**src/rtl/s_pl_ctrl_if.sv**
```systemverilog
// Valid/ready stream bundle for s_pl_ctrl: upstream (i_vld/o_rdy/idat) and downstream (o_vld/i_rdy/odat).
// The slave modport is the controller side; the master modport is the producer/consumer side.
interface s_pl_ctrl_if #(
  parameter int SIZE = 8
);
  logic            i_vld;
  logic            o_rdy;
  logic [SIZE-1:0] idat;
  logic            o_vld;
  logic            i_rdy;
  logic [SIZE-1:0] odat;

  modport master (
    output i_vld, idat, i_rdy,
    input  o_rdy, o_vld, odat
  );

  modport slave (
    input  i_vld, idat, i_rdy,
    output o_rdy, o_vld, odat
  );
endinterface

```
**src/rtl/s_pl_ctrl.sv**
```systemverilog
// Elastic pipeline controller: DEPTH register stages with bubble collapse, flush and occupancy count.
// Optional feature macro S_PL_CTRL_SKID_EN adds a one-entry skid ahead of stage 0 (registered o_rdy).
module s_pl_ctrl #(
  parameter int              SIZE    = 8,
  parameter int              DEPTH   = 3,
  parameter logic [SIZE-1:0] RST_VAL = '0,
  parameter int              CW      = $clog2(DEPTH + 2)
) (
  input  logic          clk,
  input  logic          rst_n,
  input  logic          flush,
  s_pl_ctrl_if.slave    bus,
  output logic [CW-1:0] cnt
);

  logic [DEPTH-1:0] vld_reg;
  logic [DEPTH-1:0] vld_next;
  logic [SIZE-1:0]  dat_reg  [DEPTH];
  logic [SIZE-1:0]  dat_next [DEPTH];
  logic [DEPTH:0]   acc;
  logic [CW-1:0]    cnt_reg;
  logic [CW-1:0]    cnt_next;
  logic             in_xfer;
  logic             src0_vld;
  logic [SIZE-1:0]  src0_dat;

  // acc[k]: stage k may load this cycle (it is empty, or its content moves on)
  always_comb begin
    acc[DEPTH] = bus.i_rdy;
    for (int k = DEPTH - 1; k >= 0; k--) begin
      acc[k] = !vld_reg[k] | acc[k+1];
    end
  end

`ifdef S_PL_CTRL_SKID_EN
  logic            skid_vld_reg;
  logic            skid_vld_next;
  logic [SIZE-1:0] skid_dat_reg;
  logic [SIZE-1:0] skid_dat_next;

  // Ready depends only on skid state, so i_rdy never reaches o_rdy combinationally
  assign bus.o_rdy = !skid_vld_reg & !flush;
  assign in_xfer   = bus.i_vld & bus.o_rdy;
  assign src0_vld  = skid_vld_reg | in_xfer;
  assign src0_dat  = skid_vld_reg ? skid_dat_reg : bus.idat;

  always_comb begin
    skid_vld_next = skid_vld_reg;
    skid_dat_next = skid_dat_reg;
    if (flush) begin
      skid_vld_next = 1'b0;
      skid_dat_next = RST_VAL;
    end else if (skid_vld_reg) begin
      skid_vld_next = !acc[0];
    end else if (in_xfer && !acc[0]) begin
      skid_vld_next = 1'b1;
      skid_dat_next = bus.idat;
    end
  end

  always_ff @(posedge clk or negedge rst_n) begin
    if (!rst_n) begin
      skid_vld_reg <= 1'b0;
      skid_dat_reg <= RST_VAL;
    end else begin
      skid_vld_reg <= skid_vld_next;
      skid_dat_reg <= skid_dat_next;
    end
  end
`else
  assign bus.o_rdy = acc[0] & !flush;
  assign in_xfer   = bus.i_vld & bus.o_rdy;
  assign src0_vld  = in_xfer;
  assign src0_dat  = bus.idat;
`endif

  // Per-stage next state: a stage loads its source's valid, data only on a real word
  generate
    for (genvar gi = 0; gi < DEPTH; gi++) begin : g_stage
      logic            s_vld;
      logic [SIZE-1:0] s_dat;
      if (gi == 0) begin : g_head
        assign s_vld = src0_vld;
        assign s_dat = src0_dat;
      end else begin : g_body
        assign s_vld = vld_reg[gi-1];
        assign s_dat = dat_reg[gi-1];
      end
      assign vld_next[gi] = flush ? 1'b0 : (acc[gi] ? s_vld : vld_reg[gi]);
      assign dat_next[gi] = flush ? RST_VAL : ((acc[gi] && s_vld) ? s_dat : dat_reg[gi]);
    end
  endgenerate

  always_comb begin
    cnt_next = '0;
    for (int k = 0; k < DEPTH; k++) begin
      cnt_next = cnt_next + CW'(vld_next[k]);
    end
`ifdef S_PL_CTRL_SKID_EN
    cnt_next = cnt_next + CW'(skid_vld_next);
`endif
  end

  always_ff @(posedge clk or negedge rst_n) begin
    if (!rst_n) begin
      vld_reg <= '0;
      cnt_reg <= '0;
      for (int k = 0; k < DEPTH; k++) begin
        dat_reg[k] <= RST_VAL;
      end
    end else begin
      vld_reg <= vld_next;
      cnt_reg <= cnt_next;
      for (int k = 0; k < DEPTH; k++) begin
        dat_reg[k] <= dat_next[k];
      end
    end
  end

  assign bus.o_vld = vld_reg[DEPTH-1];
  assign bus.odat  = dat_reg[DEPTH-1];
  assign cnt       = cnt_reg;

endmodule
```
**src/flat_wrapper.sv**
```systemverilog
// flat-port wrapper written by rule: the top's interface ports become plain ports
module s_pl_ctrl_flat 
#(
  parameter int              SIZE    = 8,
  parameter int              DEPTH   = 3,
  parameter logic [SIZE-1:0] RST_VAL = '0,
  parameter int              CW      = $clog2(DEPTH + 2)
)
  (clk, rst_n, flush, cnt, bus_i_vld, bus_idat, bus_i_rdy, bus_o_rdy, bus_o_vld, bus_odat);
  s_pl_ctrl_if #(.SIZE(SIZE)) bus_i ();
  input  logic clk;
  input  logic rst_n;
  input  logic flush;
  output logic [CW-1:0] cnt;
  input wire logic [$bits(bus_i.i_vld)-1:0] bus_i_vld;
  input wire logic [$bits(bus_i.idat)-1:0] bus_idat;
  input wire logic [$bits(bus_i.i_rdy)-1:0] bus_i_rdy;
  output wire logic [$bits(bus_i.o_rdy)-1:0] bus_o_rdy;
  output wire logic [$bits(bus_i.o_vld)-1:0] bus_o_vld;
  output wire logic [$bits(bus_i.odat)-1:0] bus_odat;
  assign bus_i.i_vld = bus_i_vld;
  assign bus_i.idat = bus_idat;
  assign bus_i.i_rdy = bus_i_rdy;
  assign bus_o_rdy = bus_i.o_rdy;
  assign bus_o_vld = bus_i.o_vld;
  assign bus_odat = bus_i.odat;
  s_pl_ctrl #(.SIZE(SIZE), .DEPTH(DEPTH), .RST_VAL(RST_VAL), .CW(CW)) u_core (.clk(clk), .rst_n(rst_n), .flush(flush), .bus(bus_i), .cnt(cnt));
endmodule
```
**config.mk**
```make
export PLATFORM = sky130hd
export DESIGN_NAME = s_pl_ctrl_flat
export DESIGN_NICKNAME = d
export VERILOG_FILES = /design/src/rtl/s_pl_ctrl_if.sv /design/src/rtl/s_pl_ctrl.sv /design/src/flat_wrapper.sv
export SDC_FILE = /design/constraint.sdc
export NUM_CORES = 1
export LEC_CHECK = 0
export BUFFER_PORTS_ARGS = -buffer_cell sky130_fd_sc_hd__clkbuf_2
export CAP_MARGIN = 15
export CORE_MARGIN = 1.5
export CORE_UTILIZATION = 57
export CTS_CLUSTER_SIZE = 10
export DETAILED_ROUTE_END_ITERATION = 6
export PLACE_DENSITY = 0.82
export SKIP_CTS_REPAIR_TIMING = 1
export SLEW_MARGIN = 5
export SYNTH_ARGS = -nofsm -noshare
export SYNTH_HDL_FRONTEND = slang
export SYNTH_SLANG_ARGS = --single-unit
```
**constraint.sdc**
```tcl
create_clock -name clk -period 3.2 [get_ports clk]
set_input_delay 0.16 -clock clk [delete_from_list [all_inputs] [get_ports clk]]
set_output_delay 0.16 -clock clk [all_outputs]
set_load 0.05 [all_outputs]
```
==> results of run 1 <==
==> synthesized netlist by cell type (all sizes together) <==
master,count
dfrtp,30
nor2b,13
mux2,12
a21oi,10
o21ai,9
nand3,8
nand2b,5
buf,4
inv,4
mux2i,4
clkbuf,3
ha,3
a31oi,2
nor2,2
a21boi,1
a311o,1
fa,1
==> placed cells by master (no fill, tap or decap) <==
cell	netlist	layout
mux2i_1	4	4
a311o_1	1	1
clkinv_2	0	1
inv_2	1	1
ha_1	3	3
clkbuf_8	0	1
mux2_2	6	6
a31oi_1	2	2
inv_1	3	3
clkbuf_4	0	5
o21ai_2	1	1
nor2_1	2	2
clkbuf_2	0	25
o21ai_0	8	8
fa_1	1	1
nand2b_1	5	5
nand3_1	8	8
nor2b_1	12	12
clkbuf_1	3	1
dlygate4sd3_1	0	1
dfrtp_1	30	30
mux2_4	6	6
nor2b_4	1	1
a21oi_1	10	10
a21boi_0	1	1
==> metrics by stage <==
stage,utilization [%],hold WS [ns],area [um2]
final,69.30,0.04989,1548
after global routing,69.30,0.03733,1548
after CTS,68.85,-0.1005,1538
after detailed placement,66.16,0.2482,1478
after global placement,66.16,0.2405,1478
after floorplan,-,-0.1356,1355
==> critical path, delay by kind of cell (launching register included) <==
kind	cells	cell delay, ns
DFF	1	0.38
and+or+nand+nor	2	0.55
adders and majority gates	3	0.64
AOI/OAI and AO/OA	1	0.12
==> worst min path at each step <==
stage / slack (ns) / from / to / cells after the start
detailed placement: 0.25 / rst_n / u_core.bus.odat[7] / 1
CTS: -0.10 / rst_n / u_core.g_stage[2].s_dat[3] / 1
floorplan: -0.14 / rst_n / u_core.bus.odat[0] / 0
finish: 0.05 / bus_idat[6] / u_core.g_stage[1].s_dat[6] / 3
global route: 0.04 / bus_idat[4] / u_core.g_stage[1].s_dat[4] / 2
global placement: 0.24 / rst_n / u_core.bus.odat[7] / 1
==> per-layer routing <==
metal	track usage, %	up-vias	part of all wire (%)	wire [um]
met2	30.77	28	46	1002
met3	6.322	5	5.7	125
met5	0	-	0	0
met1	25.44	442	47	1038
met4	10.53	0	1.5	33
li1	-	436	-	-
==> power groups by stage <==
| stage | Combinational, W | Clock (W) | Sequential [W] |
|---|---|---|---|
| floorplan | 0.0000444 | 0 | 0.000417 |
| detailed placement | 0.0000769 | 0 | 0.000408 |
| CTS | 0.0000770 | 0.000235 | 0.000401 |
| global placement | 0.0000753 | 0 | 0.000407 |
| global route | 0.0000843 | 0.000255 | 0.000402 |
| finish | 0.0000764 | 0.000229 | 0.000401 |
==> cell type report <==
type,instances,area share (%)
flip-flops and latches,30,48.50
multi-input cells,71,35.65
repair buffers,26,8.731
clock buffers,7,3.557
well taps,28,2.264
inverters,4,0.9701
clock inverters,1,0.3234
==> logic make-up after synthesis <==
group                    after synthesis  synth area share, %
AO/OA/AOI/OAI                         23                9.511
buffers and inverters                 11                3.877
flip-flops                            30                55.40
multiplexers                          16                14.59
AND/OR/NAND/NOR                       28                12.37
adder cells (fa/ha/maj)                4                4.248
==> impl_metrics.ini, run 1 <==
[outcome]
status = completed

[synth]
synth_warnings = 0
netlist_instances = 112
synth_fp_nets = 129
synth_area_leaders = dfrtp_1 55%, mux2_4 6.6%, nor2b_1 5.5%
ys_seq_elements = 30
yosys.area.top_type = dfrtp_1
synth_area_um2 = 1355
synth.distinct_cells = 22
syn_area_per_cell_um2 = 12.10
yosysSeqAreaShare_pct = 55.40
yosys.area.top_type_share_pct = 55.40

[clock_tree]
h-tree-depth = 2
clk_pin_slew_worst_paths_ns = 0.09
clock-sinks = 30
clk_latency_ns = 0.31
cts-root-buf = clkbuf_4
cts_max_path_buffers = 2
cts_buffers = 5
cts_tree = yes

[sta]
worst_clock_skew_ns = 0.006960
final.setup.worst_slack_ns = 1.411
fin_crit_sh_pct = 55.92
fin_crit_ns = 1.789
hold_viol_final = 0
slew-limit-headroom_pct = 52.67
fmax_mhz = 558.9
finalSetupViolCount = 0
max_slew.worst_pin.slew_ns = 0.7099
rsz0062_at_grt = no
slew_violations = 0
finalSetupTns_ns = 0

[die]
die_x_um = 51.76
ios = 26
fp.dieArea_um2 = 2679
dieHeight_um = 51.76
fp.coreArea_um2 = 2233
row_count = 17
start_util_pct = 60.67

[worst_setup_path]
crit_start = u_core.vld_reg[2]
crit_arrival_ns = 1.99
r2r_slack_ns = 1.41
endpoint = u_core.cnt[2]
endpoint_kind = register
worstPathRequired_ns = 3.40
reg2reg_depth = 6
max_stage_delay_ns = 0.38
r2r_start = u_core.vld_reg[2]
crit_chain = nor2b_4 -> a31oi_1 -> nor2_1 -> ha_1 -> ha_1 -> ha_1
path_common_cell = ha_1
startpoint_type = register
path_class = reg -> reg
slowest_stage = dfrtp_1
worstReg2RegEnd = u_core.cnt[2]
crit_fanout = 13

[placed_design]
dp.final_hpwl_um = 1533
portBuffers = 25
dp_cells = 158
preCtsSetupSlack_ns = 1.404
place_congestion = 0.7865

[detailed_routing]
drcViolationCount = 0
wl_um = 2199
first_pass_iters = 4
avgViaCountPerCell = 5.455
drtIter0Drc = 18
wl_per_cell_um = 13.17
routed-via-count = 911
detail-route-antenna-nets = 0

[global_route]
grt_pass1_wl_um = 3781
antenna_found_initial = 0
grt_pass1_vias = 856
track_usage_pct = 20.05
grt_max_degree = 31
overflow = 0

[power]
p_leak_nw = 0.7941
cell_internal_pwr_w = 0.0005301
total_power_w = 0.0007060
clkPwrFrac_pct = 32.4
pwr-share-comb_pct = 10.8
peakVddDrop_v = 0.0003192
seq_power_share_pct = 56.8
power.density_nw_per_um2 = 456.1
swShare_pct = 24.92
p_sw_w = 0.0001759

[layout]
syn_to_final_growth_pct = 14.22
final_layout_size_suffix_gt1_share_pct = 33.81
fin_nets = 155
multi_input_area_um2 = 551.8
antenna_cells = 0
largest_reg_flops = 16
final_cells = 167
fillers = 179
final-seq-area_um2 = 750.7

[hold_path]
hold_class = in -> reg

[run]
maxCapViolations = 0
Note: power is estimated with default switching activity, not from simulation.
==> run 2: changes to the inputs <==
Settings changed: CORE_UTILIZATION 57 to 53, PLACE_DENSITY 0.82 to 0.77.
Clock period 3.2 ns to 1.7 ns, I/O delays scaled along.
==> impl_metrics.ini, run 2 (synthesis results as in run 1) <==
[clock_tree]
clk_latency_ns = 0.33
clk_pin_slew_worst_paths_ns = 0.10
clock-sinks = 30
h-tree-depth = 2
cts_max_path_buffers = 2
cts_buffers = 5
cts-root-buf = clkbuf_4
cts_tree = yes

[die]
ios = 26
fp.coreArea_um2 = 2455
start_util_pct = 55.20
die_x_um = 53.57
dieHeight_um = 53.57
row_count = 18
fp.dieArea_um2 = 2869

[worst_setup_path]
r2r_slack_ns = 0.12
crit_fanout = 8
startpoint_type = register
crit_arrival_ns = 1.80
path_class = reg -> reg
endpoint_kind = register
worstPathRequired_ns = 1.92

[detailed_routing]
avgViaCountPerCell = 5.353
wl_um = 2566
drtIter0Drc = 7
detail-route-antenna-nets = 0
drcViolationCount = 0
first_pass_iters = 5
routed-via-count = 985
wl_per_cell_um = 13.95

[layout]
syn_to_final_growth_pct = 28.62
fin_nets = 170
final_cells = 184
final-seq-area_um2 = 752.0
fillers = 192
antenna_cells = 0
final_layout_size_suffix_gt1_share_pct = 38.31
fin_area_um2 = 1743
largest_reg_flops = 16
multi_input_area_um2 = 559.3
most-common-layout-cells = 29 x dfrtp_1, 25 x clkbuf_2, 12 x nor2b_1
layout_commonest_cell = dfrtp_1

[sta]
max_slew.worst_pin.slew_ns = 0.7450
fin_crit_ns = 1.577
rsz0062_at_grt = no
hold_viol_final = 0
fmax_mhz = 634.3
finalSetupTns_ns = 0
finalSetupViolCount = 0
final.setup.worst_slack_ns = 0.1235
fin_crit_sh_pct = 92.74
slew_violations = 0
slew-limit-headroom_pct = 50.33
worst_clock_skew_ns = 0.008271

[power]
peakVddDrop_v = 0.0009513
power.density_nw_per_um2 = 960.0
p_leak_nw = 0.8787

[placed_design]
dp.final_hpwl_um = 1698
dpl_cell_area_um2 = 1526
portBuffers = 25
place_congestion = 0.8244
preCtsSetupSlack_ns = -0.0005629
dp_cells = 165

[hold_path]
hold_class = in -> reg

[global_route]
antenna_found_initial = 0
overflow = 0
grt_pass1_wl_um = 4167
grt_max_degree = 31
grt_pass1_vias = 932
track_usage_pct = 21.18

[outcome]
status = completed

[run]
maxCapViolations = 0
run 2: cell count changes in the layout (fill, tap and decap cells not counted):
cell / before / now
dlygate4sd3_1: 1 / 9
buf_4: 0 / 7
bufinv_16: 0 / 2
ha_1: 3 / 1
ha_2: 0 / 2
clkbuf_1: 1 / 0
clkinv_2: 1 / 0
dfrtp_1: 30 / 29
dfrtp_2: 0 / 1
nor2_1: 2 / 1
nor2_2: 0 / 1
run 2: report_power, final:
group	switching (W)	internal, W
logic	0.0000956	0.0000771
registers	0.0000133	0.000740
clock network	0.000248	0.000498
run 2: critical path, stage by stage (launching register included):
cell and delay, ns:
dfrtp_2 0.42, nor2b_4 0.15, a311o_1 0.54, mux2_4 0.36
run 2: final cells by class:
| type | count | area share [%] |
|---|---|---|
| sequential | 30 | 43.14 |
| timing repair buffer | 41 | 15.36 |
| tap | 30 | 2.154 |
| inverter | 4 | 0.8615 |
| multi-input combinational | 71 | 32.09 |
| clock inverter | 2 | 3.446 |
| clock buffer | 6 | 2.943 |
run 2: metal layers:
layer | routed length, um | share of wire (%) | global-route usage [%]
met5 | 0 | 0 | 0
met4 | 47 | 1.8 | 10.26
met3 | 94 | 3.7 | 5.833
met2 | 1278 | 50 | 33.95
met1 | 1146 | 45 | 26.46
run 2: worst paths after layout:
kind | cells after the start | to | startpoint
setup reg to reg | 3 | u_core.g_stage[1].s_dat[2] | u_core.vld_reg[2]
hold / removal | 2 | u_core.vld_reg[1] | flush
hold reg to reg | 2 | u_core.bus.odat[2] | u_core.g_stage[2].s_dat[2]
max in group asynchronous | 2 | u_core.vld_reg[2] | rst_n
setup / recovery | 3 | u_core.g_stage[1].s_dat[2] | u_core.vld_reg[2]
min in group asynchronous | 2 | u_core.g_stage[1].s_dat[3] | rst_n
run 2: stage by stage:
step / util [%] / total power, W / hold WS, ns
after floorplan: - / 0.0008700 / -0.2106
after global placement: 62.18 / 0.0009183 / 0.1664
after detailed placement: 62.18 / 0.0009242 / 0.1744
after CTS: 66.72 / 0.001672 / -0.1823
after global routing: 71.00 / 0.001751 / 0.07954
final: 71.00 / 0.001673 / 0.09385
==> run 3: changes to the inputs <==
Settings changed: CELL_PAD_IN_SITES_DETAIL_PLACEMENT from default to 0, CELL_PAD_IN_SITES_GLOBAL_PLACEMENT from default to 1, CORE_UTILIZATION 53 to 42, GPL_TIMING_DRIVEN from default to 0, PLACE_DENSITY 0.77 to default, PLACE_DENSITY_LB_ADDON from default to 0.1.
==> impl_metrics.ini, run 3 (synthesis results as in run 1) <==
[power]
peakVddDrop_v = 0.0004864
swShare_pct = 24.84
pwr-share-comb_pct = 13.6
seq_power_share_pct = 56.2
total_power_w = 0.001342
p_leak_nw = 0.8613
cell_internal_pwr_w = 0.001009
power.density_nw_per_um2 = 767.1
clkPwrFrac_pct = 30.2
p_sw_w = 0.0003333

[layout]
antenna_cells = 0
most-common-layout-cells = 28 x dfrtp_1, 25 x clkbuf_2, 12 x nor2b_1
layout_commonest_cell = dfrtp_1
final_cells = 199
fin_util_pct = 57.30
largest_reg_flops = 16
final_layout_size_suffix_gt1_share_pct = 40.65
syn_to_final_growth_pct = 29.09
fin_nets = 173
fillers = 287

[clock_tree]
cts_buffers = 5
clk_pin_slew_worst_paths_ns = 0.08
cts_tree = yes
h-tree-depth = 2
cts-root-buf = clkbuf_4
cts_max_path_buffers = 2
clock-sinks = 30
clk_latency_ns = 0.32

[global_route]
overflow = 0
grt_pass1_wl_um = 4402
grt_max_degree = 31
grt_pass1_vias = 933
antenna_found_initial = 0
track_usage_pct = 17.57

[placed_design]
dp.final_hpwl_um = 1774
place_congestion = 0.7906
dp_cells = 181
portBuffers = 25

[detailed_routing]
avgViaCountPerCell = 4.829
detail-route-antenna-nets = 0
wl_um = 2597
routed-via-count = 961
drtIter0Drc = 23
wl_per_cell_um = 13.05
first_pass_iters = 4
drcViolationCount = 0

[worst_setup_path]
crit_arrival_ns = 1.85
startpoint_type = register
max_stage_delay_ns = 0.44
endpoint_kind = register
slowest_stage = dfrtp_2
path_class = reg -> reg
crit_fanout = 10
path_common_cell = ha_2
worstPathRequired_ns = 1.92
crit_chain = clkbuf_4 -> a21oi_4 -> nor2_4 -> ha_1 -> ha_2 -> ha_2

[sta]
slew-limit-headroom_pct = 50.75
fmax_mhz = 614.4
worst_clock_skew_ns = 0.002439
slew_violations = 0
finalSetupViolCount = 0
fin_crit_sh_pct = 95.75
fin_crit_ns = 1.628
max_slew.worst_pin.slew_ns = 0.7387
hold_viol_final = 0

[die]
die_x_um = 59.80
start_util_pct = 44.39
dieHeight_um = 59.80
fp.coreArea_um2 = 3053
ios = 26
row_count = 20
fp.dieArea_um2 = 3576

[hold_path]
hold_class = in -> reg

[outcome]
status = completed

[run]
maxCapViolations = 0
## run 3: worst paths after layout
kind	start	end	slack, ns	depth (start not counted)
max	u_core.vld_reg[1]	u_core.cnt[2]	0.07	6
min	bus_i_vld	u_core.vld_reg[0]	0.20	4
max reg2reg	u_core.vld_reg[1]	u_core.cnt[2]	0.07	6
min reg2reg	u_core.bus.odat[4]	u_core.bus.odat[4]	0.54	2
max in group asynchronous	rst_n	u_core.vld_reg[1]	0.83	2
min in group asynchronous	rst_n	u_core.bus.odat[5]	0.35	2
## run 3: area by class of cell
type	count	area, um2	share of cell area [%]
sequential	30	753.2	43.06
timing repair buffer	37	237.7	13.59
multi-input combinational	71	584.3	33.40
tap	44	55.05	3.147
clock buffer	6	51.30	2.933
inverter	4	15.01	0.8584
buffer	7	52.55	3.004
## run 3: metal layers
metal  track usage (%)  vias to the layer above  share of wire, %
li1                  -                      474                 -
met1             22.28                      464                45
met2             26.40                       16                49
met3             5.844                        7               3.5
met4             9.524                        0               2.3
met5                 0                        -                 0
## run 3: worst max-delay path: cells and delay by family, from the launching register on
family	cells	cell delay, ns
adders and majority gates	3	0.63
buffers and inverters	1	0.21
and+or+nand+nor	1	0.07
AOI/OAI and AO/OA	1	0.18
DFF	1	0.44
## run 3: power by group through the flow
stage          sequential (W)  clock [W]  combinational (W)
5_1_grt              0.000757   0.000462           0.000201
4_1_cts              0.000753   0.000434           0.000160
3_3_place_gp         0.000766          0           0.000156
6_report             0.000754   0.000405           0.000183
3_5_place_dp         0.000767          0           0.000159
2_1_floorplan        0.000784          0          0.0000856
## run 3: per-stage QoR
stage | TNS [ns] | cell area, um2 | hold slack (ns) | setup WS, ns
2_1_floorplan | -0.1881 | 1374 | -0.2106 | -0.1458
3_3_place_gp | -0.3622 | 1554 | 0.1743 | -0.2348
3_5_place_dp | -0.3972 | 1554 | 0.1840 | -0.2572
4_1_cts | -0.1476 | 1605 | -0.1918 | -0.1476
5_1_grt | -0.006015 | 1749 | 0.1907 | -0.006015
6_report | 0 | 1749 | 0.1971 | 0.07228
